==> src/rtl/seg7_scan_ctrl.sv <==
// seg7_scan_ctrl: four-digit multiplexed BCD display scanner with a
// shadow register so a newly written value only appears at a frame boundary.
//
// Parameters:
//   PRESCALE  clk cycles per digit slot (2..65535)
//
// Ports:
//   clk    in   system clock, rising-edge
//   rst_n  in   asynchronous active-low reset
//   wr     in   one-cycle strobe, captures din into the shadow register
//   din    in   [15:0] four packed BCD digits, [3:0] = digit 0
//   en     in   display enable; 0 turns all digit selects off
//   pend   out  captured data is waiting for the next frame end
//   an     out  [3:0] one-hot active-low digit select
//   bcd    out  [3:0] digit nibble for an external decoder, 4'hF = blank
//
// Build option:
//   SEG7_SCAN_LZB_EN  when defined, leading zeros on digits 3..1 are blanked

module seg7_scan_ctrl #(
    parameter int unsigned PRESCALE = 1000
) (
    input  logic        clk,
    input  logic        rst_n,
    input  logic        wr,
    input  logic [15:0] din,
    input  logic        en,
    output logic        pend,
    output logic [3:0]  an,
    output logic [3:0]  bcd
);

    localparam logic [15:0] CNT_MAX = 16'(PRESCALE - 1);

    logic [15:0] cnt;
    logic [1:0]  idx;
    logic [1:0]  idx_n;
    logic        tick;
    logic        fend;
    logic        load;
    logic        live;
    logic [15:0] shadow;
    logic [15:0] disp;
    logic [15:0] disp_n;

    // One slot ends when the prescaler reaches its last count.
    assign tick   = (cnt == CNT_MAX);
    assign idx_n  = idx + 2'd1;

    // The 3 -> 0 step closes a frame; only there may disp change.
    assign fend   = tick && (idx == 2'd3);

    // A write landing on the frame end wins: it refreshes shadow and
    // the transfer waits one more frame.
    assign load   = fend && pend && !wr;
    assign disp_n = load ? shadow : disp;

    function automatic logic [3:0] sel(input logic [1:0] k);
        sel = ~(4'b0001 << k);
    endfunction

    function automatic logic [3:0] digit(
        input logic [15:0] d,
        input logic [1:0]  k
    );
        logic [3:0] nib;
        logic       blank;
        nib   = d[{k, 2'b00} +: 4];
        blank = (nib > 4'd9);
`ifdef SEG7_SCAN_LZB_EN
        // A digit is a leading zero when it and all digits above it are 0.
        // Digit 0 is always shown so a value of zero still reads "0".
        case (k)
            2'd3:    blank = blank || (d[15:12] == 4'd0);
            2'd2:    blank = blank || (d[15:8] == 8'd0);
            2'd1:    blank = blank || (d[15:4] == 12'd0);
            default: blank = blank;
        endcase
`endif
        digit = blank ? 4'hF : nib;
    endfunction

    always_ff @(posedge clk or negedge rst_n) begin
        if (!rst_n) begin
            cnt    <= 16'd0;
            idx    <= 2'd3;
            shadow <= 16'hFFFF;
            disp   <= 16'hFFFF;
            pend   <= 1'b0;
            an     <= 4'b1111;
            bcd    <= 4'hF;
            live   <= 1'b0;
        end else begin
            cnt <= tick ? 16'd0 : cnt + 16'd1;

            if (tick) begin
                idx  <= idx_n;
                live <= 1'b1;
                // Use the post-load display so the new frame starts clean.
                bcd  <= digit(disp_n, idx_n);
            end

            if (load) begin
                disp <= shadow;
                pend <= 1'b0;
            end

            if (wr) begin
                shadow <= din;
                pend   <= 1'b1;
            end

            // en is honoured every cycle; re-enabling resumes at the
            // current slot. Before the first tick nothing is selected.
            if (!en) begin
                an <= 4'b1111;
            end else if (tick) begin
                an <= sel(idx_n);
            end else if (live) begin
                an <= sel(idx);
            end
        end
    end

endmodule

==> config.mk <==
export PLATFORM = sky130hd
export DESIGN_NAME = seg7_scan_ctrl
export DESIGN_NICKNAME = d
export VERILOG_FILES = /design/src/rtl/seg7_scan_ctrl.sv
export SDC_FILE = /design/constraint.sdc
export NUM_CORES = 1
export LEC_CHECK = 0
export BUFFER_PORTS_ARGS = -buffer_cell sky130_fd_sc_hd__buf_2
export CAP_MARGIN = 5
export CELL_PAD_IN_SITES_DETAIL_PLACEMENT = 0
export CELL_PAD_IN_SITES_GLOBAL_PLACEMENT = 1
export CORE_UTILIZATION = 47
export DETAILED_ROUTE_END_ITERATION = 16
export GPL_TIMING_DRIVEN = 0
export HOLD_SLACK_MARGIN = 0.06
export PLACE_DENSITY_LB_ADDON = 0.1
export SLEW_MARGIN = 40
export SYNTH_ARGS = -nofsm -noshare
export SYNTH_HDL_FRONTEND = slang
export SYNTH_SLANG_ARGS = --single-unit
==> constraint.sdc <==
create_clock -name clk -period 3.65 [get_ports clk]
set_input_delay 0.5475 -clock clk [delete_from_list [all_inputs] [get_ports clk]]
set_output_delay 0.5475 -clock clk [all_outputs]
set_load 0.01 [all_outputs]
Word level (Yosys, flattened, before mapping)
Index checks and enable logic that the tools add are counted.
- $add $sub $neg: 2
- $lt $le $gt $ge: 1
- eq/ne operators: 3
- shifts and indexed selects: 3
- multiplexer cells: 8
- bitwise logic cells: 2
- reductions and logical operators: 5
- operator list (kind ; count):
    two-way mux 16 bit ; 2
    adder 16 x 1 -> 16 bit, second input constant ; 1
    == test 16 x 10 -> 1 bit, second input constant ; 1
    two-way mux 4 bit ; 4
    variable part select 16 x 5 -> 4 bit ; 1
    inverter 4 bit ; 2
    left shift 1 x 2 -> 4 bit, first input constant ; 2
    > comparator 4 bit, second input constant ; 1
    logical AND 1 bit ; 3
    != test 3 x 1 -> 1 bit, second input constant ; 1
    adder 2 x 1 -> 2 bit, second input constant ; 1
    == test 2 bit, second input constant ; 1
    two-way mux 1 bit ; 2
    nonzero test 2 bit ; 1
    logical NOT 1 bit ; 1
- register bits after elaboration: 60
- output and inout port bits: 9

Logic depth before layout (Yosys ltp)
Gate-level depths: netlist (run 1).
- depth in word-level cells: 8
- depth in mapped cells: 10
- gate-level depth less buffers: 8

Least setup slack after synthesis (run 1)
No wires, ideal clock.
- kind: reg2reg
- from: register cnt[12]
- to: register bcd[3]
- library setup time: 0.082 ns
- arrival time: 2.926 ns
- data required time: 3.568 ns
- path slack: 0.642 ns
- cell stages (with the launch flop): 9
- path buffers: 2
- cells stage by stage: dfrtp_1 > or4_4 > nor4_4 > and4b_1 > buf_4 > buf_8 > mux2_4 > mux4_2 > mux2_2
- cells in the longest elaborated chain, start to end: 8
- RTL lines (item ; RTL line ; text):
    start: declaration ; 35 ; logic [15:0] cnt;
    start signal: assignment ; 94 ; cnt <= tick ? 16'd0 : cnt + 16'd1;
    == test 16 x 10 -> 1 bit (*) ; 47 ; assign tick = (cnt == CNT_MAX);
    logical AND 1 bit (*) ; 51 ; assign fend = tick && (idx == 2'd3);
    logical AND 1 bit (*) (2 in a row) ; 55 ; assign load = fend && pend && !wr;
    two-way mux 16 bit (*) ; -- ;
    via disp_n[3] ; 44 ; logic [15:0] disp_n;
    variable part select 16 x 5 -> 4 bit (*) ; 68 ; nib = d[{k, 2'b00} +: 4];
    > comparator 4 bit ; 69 ; blank = (nib > 4'd9);
    two-way mux 4 bit (*) ; 80 ; digit = blank ? 4'hF : nib;
    end signal: assignment ; 100 ; bcd <= digit(disp_n, idx_n);
    end: declaration ; 30 ; output logic [3:0] bcd
The timed path passes the listed nets; every way through them passes the cells marked *.
A chain may end at the register's enable or synchronous reset.

Worst setup path after layout (run 1)
- from: register cnt[12]
- to: register bcd[0]
- cells in the longest elaborated chain, start to end: 8
- RTL lines (item ; RTL line):
    == test 16 x 10 -> 1 bit ; 47
    logical AND 1 bit ; 51
    logical AND 1 bit (2 in a row) ; 55
    two-way mux 16 bit ; --
    via disp_n[10] ; 44
    variable part select 16 x 5 -> 4 bit ; 68
    > comparator 4 bit ; 69
    two-way mux 4 bit ; 80
The timed path passes the listed nets, and every way through them passes these cells.

==> results of run 1 <==
==> report_power, final <==
group	total [mW]	internal (mW)	switching, mW	leakage (nW)
clock network	0.548	0.299	0.249	0.102
registers	0.707	0.698	0.00967	0.670
logic	0.0481	0.0239	0.0242	0.530
total	1.30	1.02	0.283	1.30
==> kinds of logic (layout without fill, tap and decap cells) <==
| group | Yosys count | count (layout) | synth area share (%) |
|---|---|---|---|
| AOI/OAI and AO/OA | 17 | 17 | 3.496 |
| xor gates and xnor gates | 15 | 15 | 4.960 |
| adders and majority gates | 5 | 5 | 2.362 |
| buffers and inverters | 11 | 54 | 2.125 |
| DFF | 60 | 60 | 58.67 |
| muxes | 37 | 37 | 18.00 |
| and+or+nand+nor | 53 | 53 | 10.39 |
==> per-layer routing <==
metal,global-route usage [%],part of all wire [%],vias up
li1,-,-,762
met4,6.226,0.67,0
met5,0,0,-
met1,24.05,48,798
met3,6.190,4.0,2
met2,28.13,48,31
==> cell usage after synthesis, types with 2 or more instances <==
library cell	instances	area, um^2
nand2_1	14	52.55
mux4_2	4	90.09
o21ai_0	5	25.02
ha_1	5	62.56
nand4_1	3	18.77
a21oi_1	8	40.04
nand3_1	3	15.01
mux2_2	26	292.8
dfrtp_1	18	450.4
nor2_1	18	67.56
xor2_1	7	61.31
mux2_4	4	60.06
dfstp_2	42	1104
mux2_1	3	33.78
buf_1	2	7.510
and3_1	4	25.02
inv_1	4	15.01
xnor2_1	8	70.07
clkbuf_1	3	11.26
==> flip-flops by register name (all words and copies together), names as in the netlist <==
| register | count |
|---|---|
| shadow | 16 |
| idx | 2 |
| pend | 1 |
| an | 4 |
| cnt | 16 |
| live | 1 |
| bcd | 4 |
| disp | 16 |
==> final cells by class <==
| class | count | share of cell area [%] |
|---|---|---|
| multi-input combinational | 127 | 33.93 |
| buffer | 7 | 1.349 |
| clock buffer | 12 | 5.397 |
| tap | 70 | 2.862 |
| timing repair buffer | 27 | 4.497 |
| sequential | 60 | 50.78 |
| clock inverter | 4 | 0.6950 |
| inverter | 4 | 0.4906 |
==> per-stage QoR <==
stage	setup WS [ns]	std cells	power [mW]
global placement	0.2581	295	0.7624
CTS	0.2146	311	1.323
finish	0.2757	311	1.303
floorplan	0.6417	198	0.7369
global route	0.1102	311	1.361
detailed placement	0.2226	295	0.7682
==> worst max-delay path, delay by kind of cell (launching register included) <==
kind            cells  cell delay (ns)
simple gates        3             1.39
mux                 2             0.86
flops               1             0.42
buf+inv             2             0.36
compound gates      2             0.25
==> path summary, 6_finish.rpt <==
kind                                        start            endpoint  slack, ns  depth (start not counted)
max in group asynchronous                   rst_n    cnt[7]$_DFF_PN0_       2.88                          1
worst min register to register   cnt[0]$_DFF_PN0_    cnt[0]$_DFF_PN0_       0.46                          1
worst max register to register  cnt[12]$_DFF_PN0_  bcd[0]$_DFFE_PN1N_       0.28                          9
min in group clk                               en   an[3]$_DFFE_PN1P_       0.38                          2
worst min-delay path                        rst_n   cnt[12]$_DFF_PN0_       0.30                          1
worst max-delay path            cnt[12]$_DFF_PN0_  bcd[0]$_DFFE_PN1N_       0.28                          9
==> impl_metrics.json, run 1 <==
{
  "final_area_mm2": 0.003060,
  "grt_max_degree": 61,
  "crit_path_max_fanout": 10,
  "grt_pass1_wl_mm": 8.086,
  "status": "finished, final reports clean",
  "avgViaCountPerCell": 5.122,
  "first_pass_iters": 4,
  "synth_area_mm2": 0.002649,
  "dieHeight_um": 77.07,
  "grt_overflow_total": 0,
  "grt_use_total_pct": 18.21,
  "cts_made_buffers": 9,
  "drc": 0,
  "layout_common_cells": "42 x dfstp_2, 26 x mux2_2, 26 x buf_2",
  "post-cts-setup-buffers": 0,
  "maxCapViolCount": 0,
  "avgSynthCellArea_um2": 13.38,
  "grt_antenna_before_repair": 0,
  "synth_nets": 223,
  "fillCellCount": 463,
  "slew_violations": 0,
  "pin_count": 29,
  "critPathSlowestCell": "or4_4",
  "ir_drop_uv": 294.1,
  "cts_resized": 0,
  "synth_cells": 198,
  "arrival_ns": 3.61,
  "cts_tree": "yes",
  "powerDensity_mw_per_mm2": 425.8,
  "hp-class": "in -> async",
  "fin_nets": 261,
  "wl_per_cell_um": 15.26,
  "cp_cell_sequence": "or4_4, nor4_4, and4b_1, buf_4, buf_8, mux2_1, mux4_2, o21ai_1, a31oi_1",
  "worst_hold_slack_ns": 0.2959,
  "ys_ff_latch": 60,
  "clock_path_buffers": 2,
  "port_buffers": 27,
  "place_hpwl_mm": 3.296,
  "seq_area_mm2": 0.001554,
  "final_layout_size_suffix_gt1_share_pct": 51.87,
  "cts.sinks": 60,
  "coreArea_mm2": 0.005270,
  "seq_area_frac_synth_pct": 58.67,
  "crit_type": "reg -> reg",
  "rows": 26,
  "slew_headroom_pct": 50.75,
  "fin_crit_ns": 3.374,
  "slowest_delay_ns": 0.56,
  "fin_worst_skew_ns": 0.009129,
  "finalWeightedCongestion": 0.7694,
  "htreeDepth": 3,
  "wl_mm": 4.745,
  "worst_slew_pin_slew_ns": 0.7388,
  "start_kind": "flip-flop",
  "insertion_delay_ns": 0.32,
  "cp.required_ns": 3.88,
  "synth_cell_types": 36,
  "leakage_nw": 1.302,
  "synthArstFlopShare_pct": 100.0,
  "setup_viol": 0,
  "ctsRootBufferMaster": "clkbuf_8",
  "hold_violations": 0,
  "dieArea_mm2": 0.005940,
  "ys_warn_count": 0,
  "period_share_pct": 92.45,
  "fin_setup_tns_ns": 0,
  "max_freq_ghz": 0.2964,
  "synth_edf_count": 0,
  "syn_to_final_growth_pct": 15.54,
  "start_util_pct": 50.26,
  "holdBufCountCts": 0,
  "path_clk_slew_ns": 0.07,
  "grt_pass1_vias": 1708,
  "antennaDiodeCount": 0,
  "post-route-util_pct": 58.07,
  "cp-end-kind": "flip-flop",
  "placed_area_mm2": 0.002874,
  "fp.dieW_um": 77.07,
  "drt_iter0_drc": 85,
  "synth_top_flop_cell": "dfstp_2",
  "grt_setup_unrepaired": "no",
  "antenna_left": 0,
  "vias": 1593,
  "final_common_cell": "dfstp_2",
  "multi_input_area_mm2": 0.001039
}
(Power assumes the default switching activity.)
==> run 2, diff against run 1 <==
--- a/config.mk
+++ b/config.mk
@@ -13,7 +13,7 @@
 export DETAILED_ROUTE_END_ITERATION = 16
 export GPL_TIMING_DRIVEN = 0
 export HOLD_SLACK_MARGIN = 0.06
-export PLACE_DENSITY_LB_ADDON = 0.1
+export PLACE_DENSITY = 0.9
 export SLEW_MARGIN = 40
 export SYNTH_ARGS = -nofsm -noshare
 export SYNTH_HDL_FRONTEND = slang
==> constraint.sdc (replaced) <==
create_clock -name clk -period 3.65 [get_ports clk]
set_input_delay 0.5475 -clock clk [delete_from_list [all_inputs] [get_ports clk]]
set_output_delay 0.5475 -clock clk [all_outputs]
set_load 0.02 [all_outputs]
==> impl_metrics.json, run 2 (synthesized netlist as in run 1, its figures left out) <==
{
  "coreArea_mm2": 0.005270,
  "holdBufCountCts": 0,
  "leakage_nw": 1.288,
  "clock_path_buffers": 2,
  "vias": 1567,
  "power.total_mw": 1.262,
  "grt_antenna_before_repair": 0,
  "path_clk_slew_ns": 0.07,
  "rr_startpoint": "cnt[12]$_DFF_PN0_",
  "top_regs": "cnt: 16 flops, disp: 16 flops, shadow: 16 flops",
  "post-cts-setup-buffers": 0,
  "cp-end-kind": "flip-flop",
  "avgViaCountPerCell": 5.039,
  "slew_violations": 0,
  "fp.dieW_um": 77.07,
  "timing.final.ws_setup_ns": 0.3180,
  "netSwitchingPower_mw": 0.2807,
  "place_hpwl_mm": 2.964,
  "cp.required_ns": 3.89,
  "max_freq_ghz": 0.3001,
  "crit_top_cell": "a21oi_1",
  "pin_count": 29,
  "drt_iter0_drc": 53,
  "period_share_pct": 91.29,
  "hold_violations": 0,
  "antenna_left": 0,
  "drc": 0,
  "pwr-share-clk_pct": 40.2,
  "dieHeight_um": 77.07,
  "cts.sinks": 60,
  "powerDensity_mw_per_mm2": 414.8,
  "grt_setup_unrepaired": "no",
  "use_met2_pct": 26.07,
  "grtUsageMet1_pct": 24.56,
  "status": "finished, final reports clean",
  "reg2reg_to": "bcd[2]$_DFFE_PN1N_",
  "fin_worst_skew_ns": 0.004931,
  "cts_tree": "yes",
  "crit_buf_inv": 2,
  "comb_power_share_pct": 3.7,
  "grt_use_total_pct": 18.10,
  "ctsRootBufferMaster": "clkbuf_8",
  "power_switching_share_pct": 22.24,
  "grt_pass1_vias": 1753,
  "fin_setup_tns_ns": 0,
  "path_delay_family": "simple AND/OR/NAND/NOR gates",
  "cts_resized": 0,
  "slowest_delay_ns": 0.56,
  "ir_drop_uv": 206.9,
  "finalWeightedCongestion": 0.7237,
  "pre_cts_ws_ns": 0.3307,
  "busiest_layer": "met2",
  "worst_hold_slack_ns": 0.2948,
  "r2r_slack_ns": 0.32,
  "hp-class": "in -> async",
  "antennaDiodeCount": 0,
  "port_buffers": 27,
  "critPathSlowestCell": "or4_4",
  "grt_pass1_wl_mm": 8.086,
  "start_kind": "flip-flop",
  "insertion_delay_ns": 0.33,
  "seqPwrFrac_pct": 56.1,
  "post-route-util_pct": 57.74,
  "setup_viol": 0,
  "crit_type": "reg -> reg",
  "worst_slew_pin_slew_ns": 0.7208,
  "reg2reg_depth": 9,
  "syn_to_final_growth_pct": 14.88,
  "first_pass_iters": 4,
  "start_util_pct": 50.26,
  "fin_crit_ns": 3.332,
  "fin_nets": 261,
  "cp_cell_sequence": "or4_4, nor4_4, and4b_1, buf_4, buf_8, mux2_4, mux4_2, a21oi_1, a21oi_1",
  "dieArea_mm2": 0.005940,
  "p_int_mw": 0.9815,
  "grt_max_degree": 61,
  "final_layout_size_suffix_gt1_share_pct": 51.45,
  "cts_made_buffers": 9,
  "layout_common_cells": "42 x dfstp_2, 26 x mux2_2, 26 x buf_2",
  "slew_headroom_pct": 51.95,
  "grtUsageMet3_pct": 7.262,
  "crit_path_max_fanout": 10,
  "wl_per_cell_um": 14.13,
  "maxCapViolCount": 0,
  "grt_overflow_total": 0,
  "htreeDepth": 3,
  "final_common_cell": "dfstp_2",
  "arrival_ns": 3.57,
  "wl_mm": 4.393,
  "rows": 26
}
-- run 2: per-stage QoR --
step	instance area, um^2	instances
floorplan	2649	198
CTS	3043	311
detailed placement	2874	295
global placement	2872	295
global route	3043	311
finish	3043	311
-- run 2: routing by layer --
metal	part of all wire [%]	wire length (um)
met1	50	2200
met2	45	1991
met3	3.4	151
met4	1.1	50
met5	0	0
-- run 2: worst max path at each step --
| stage | start | to | cells after the start | slack (ns) |
|---|---|---|---|---|
| floorplan | cnt[12]$_DFF_PN0_ | bcd[3]$_DFFE_PN1N_ | 8 | 0.64 |
| global placement | cnt[12]$_DFF_PN0_ | bcd[2]$_DFFE_PN1N_ | 9 | 0.34 |
| detailed placement | cnt[12]$_DFF_PN0_ | bcd[2]$_DFFE_PN1N_ | 9 | 0.33 |
| CTS | cnt[12]$_DFF_PN0_ | bcd[2]$_DFFE_PN1N_ | 9 | 0.31 |
| global route | cnt[12]$_DFF_PN0_ | bcd[2]$_DFFE_PN1N_ | 9 | 0.14 |
| finish | cnt[12]$_DFF_PN0_ | bcd[2]$_DFFE_PN1N_ | 9 | 0.32 |
-- run 2: layout make-up --
cell class | count | area [um^2]
Timing Repair Buffer | 27 | 137.6
Sequential cell | 60 | 1554
Multi-Input combinational cell | 127 | 1039
Inverter | 4 | 15.01
Tap cell | 70 | 87.58
Buffer | 7 | 41.29
Clock inverter | 5 | 27.53
Clock buffer | 11 | 141.4
Fill cell | 436 | 2227
-- run 2: power groups by stage --
stage               combinational, mW  sequential [mW]  clock [mW]
floorplan                      0.0231            0.714           0
global placement               0.0469            0.717           0
detailed placement             0.0484            0.718           0
CTS                            0.0487            0.708       0.522
global route                   0.0538            0.710       0.558
finish                         0.0472            0.708       0.507
==> run 3, diff against run 2 <==
--- a/config.mk
+++ b/config.mk
@@ -9,7 +9,9 @@
 export CAP_MARGIN = 5
 export CELL_PAD_IN_SITES_DETAIL_PLACEMENT = 0
 export CELL_PAD_IN_SITES_GLOBAL_PLACEMENT = 1
+export CORE_MARGIN = 2
 export CORE_UTILIZATION = 47
+export CTS_BUF_LIST = sky130_fd_sc_hd__clkbuf_16
 export DETAILED_ROUTE_END_ITERATION = 16
 export GPL_TIMING_DRIVEN = 0
 export HOLD_SLACK_MARGIN = 0.06
==> impl_metrics.json, run 3 (synthesized netlist as in run 1, its figures left out) <==
{
  "status": "finished, final reports clean",
  "start_kind": "flip-flop",
  "grt_antenna_before_repair": 0,
  "holdBufCountCts": 0,
  "grtUsageMet1_pct": 23.22,
  "pwr-share-clk_pct": 53.8,
  "p_int_mw": 1.326,
  "cts_made_buffers": 9,
  "pin_count": 29,
  "max_freq_ghz": 0.2951,
  "htreeDepth": 3,
  "hold_violations": 0,
  "worst_slew_pin_slew_ns": 0.7228,
  "final_layout_size_suffix_gt1_share_pct": 51.04,
  "wl_mm": 4.924,
  "seq_area_mm2": 0.001554,
  "wl_per_cell_um": 15.73,
  "grtUsageMet3_pct": 5.114,
  "maxCapViolCount": 0,
  "fin_nets": 261,
  "insertion_delay_ns": 0.32,
  "arrival_ns": 3.62,
  "avgViaCountPerCell": 5.176,
  "antenna_left": 0,
  "cts.sinks": 60,
  "first_pass_iters": 4,
  "grt_pass1_wl_mm": 8.369,
  "cts_tree": "yes",
  "grt_overflow_total": 0,
  "crit_type": "reg -> reg",
  "leakage_nw": 1.368,
  "period_share_pct": 92.84,
  "grt_setup_unrepaired": "no",
  "fin_setup_tns_ns": 0,
  "vias": 1620,
  "fin_worst_skew_ns": 0.004594,
  "r2r_slack_ns": 0.26,
  "dieArea_mm2": 0.006252,
  "antennaDiodeCount": 0,
  "powerDensity_mw_per_mm2": 512.6,
  "setup_viol": 0,
  "finalWeightedCongestion": 0.7227,
  "cts_resized": 0,
  "final_common_cell": "dfstp_2",
  "multi_input_area_mm2": 0.001039,
  "comb_power_share_pct": 3.0,
  "top_regs": "cnt: 16 flops, disp: 16 flops, shadow: 16 flops",
  "fp.dieW_um": 79.07,
  "use_met2_pct": 28.31,
  "clock_path_buffers": 2,
  "rows": 27,
  "port_buffers": 27,
  "cp-end-kind": "flip-flop",
  "drt_iter0_drc": 113,
  "timing.final.ws_setup_ns": 0.2613,
  "path_clk_slew_ns": 0.05,
  "layout_common_cells": "42 x dfstp_2, 26 x mux2_2, 26 x buf_2",
  "post-cts-setup-buffers": 0,
  "ctsRootBufferMaster": "clkbuf_16",
  "seqPwrFrac_pct": 43.3,
  "start_util_pct": 48.40,
  "fillCellCount": 461,
  "ir_drop_uv": 272.0,
  "slew_headroom_pct": 51.81,
  "dieHeight_um": 79.07,
  "power.total_mw": 1.640,
  "coreArea_mm2": 0.005473,
  "grt_pass1_vias": 1668,
  "grt_use_total_pct": 18.25,
  "busiest_layer": "met2",
  "pre_cts_ws_ns": 0.2656,
  "syn_to_final_growth_pct": 20.78,
  "fin_crit_ns": 3.389,
  "power_switching_share_pct": 19.17,
  "grt_max_degree": 61,
  "netSwitchingPower_mw": 0.3144,
  "crit_path_max_fanout": 10,
  "place_hpwl_mm": 3.140,
  "slew_violations": 0,
  "cp.required_ns": 3.88,
  "hp-class": "in -> async",
  "drc": 0,
  "worst_hold_slack_ns": 0.3006
}
## run 3: layout make-up
| type | instances | area share, % |
|---|---|---|
| clock inverters | 5 | 1.486 |
| repair buffers | 27 | 4.302 |
| plain buffers | 7 | 1.291 |
| clock buffers | 11 | 8.604 |
| multi-input cells | 127 | 32.46 |
| well taps | 72 | 2.816 |
| flip-flops and latches | 60 | 48.57 |
| inverters | 4 | 0.4693 |
## run 3: final timing paths
path / endpoint / depth (start not counted) / startpoint
setup reg to reg: bcd[0]$_DFFE_PN1N_ / 9 / cnt[12]$_DFF_PN0_
setup / recovery: bcd[0]$_DFFE_PN1N_ / 9 / cnt[12]$_DFF_PN0_
max in group asynchronous: live$_DFFE_PN0N_ / 1 / rst_n
hold / removal: cnt[3]$_DFF_PN0_ / 1 / rst_n
hold reg to reg: cnt[15]$_DFF_PN0_ / 1 / cnt[15]$_DFF_PN0_
min in group clk: an[0]$_DFFE_PN1P_ / 2 / en
## run 3: power by group through the flow
| stage | clock network [mW] | registers [mW] | logic [mW] |
|---|---|---|---|
| 2_1_floorplan | 0 | 0.714 | 0.0231 |
| 3_3_place_gp | 0 | 0.717 | 0.0469 |
| 3_5_place_dp | 0 | 0.718 | 0.0494 |
| 4_1_cts | 0.896 | 0.709 | 0.0500 |
| 5_1_grt | 0.928 | 0.711 | 0.0550 |
| 6_report | 0.882 | 0.709 | 0.0485 |
## run 3: critical path: stages (launching register included)
cell     delay [ns]
dfrtp_1        0.42
or4_4          0.56
nor4_4         0.54
and4b_1        0.29
buf_4          0.18
buf_8          0.16
mux2_1         0.37
mux4_2         0.51
o21ai_1        0.16
a31oi_1        0.10
## run 3: per-stage QoR
| step | area (um^2) | instances | utilization, % |
|---|---|---|---|
| finish | 3199 | 313 | 58.46 |
| global route | 3199 | 313 | 58.46 |
| CTS | 3199 | 313 | 58.46 |
| detailed placement | 2877 | 297 | 52.56 |
| global placement | 2874 | 297 | 52.51 |
| floorplan | 2649 | 198 | - |
## run 3: metal layers
layer  wire length [um]  vias to the layer above  share of wire [%]
met5                  0                        -                  0
met3                174                        8                3.5
met4                107                        0                2.2
met1               2232                      824                 45
met2               2409                       27                 49
li1                   -                      761                  -
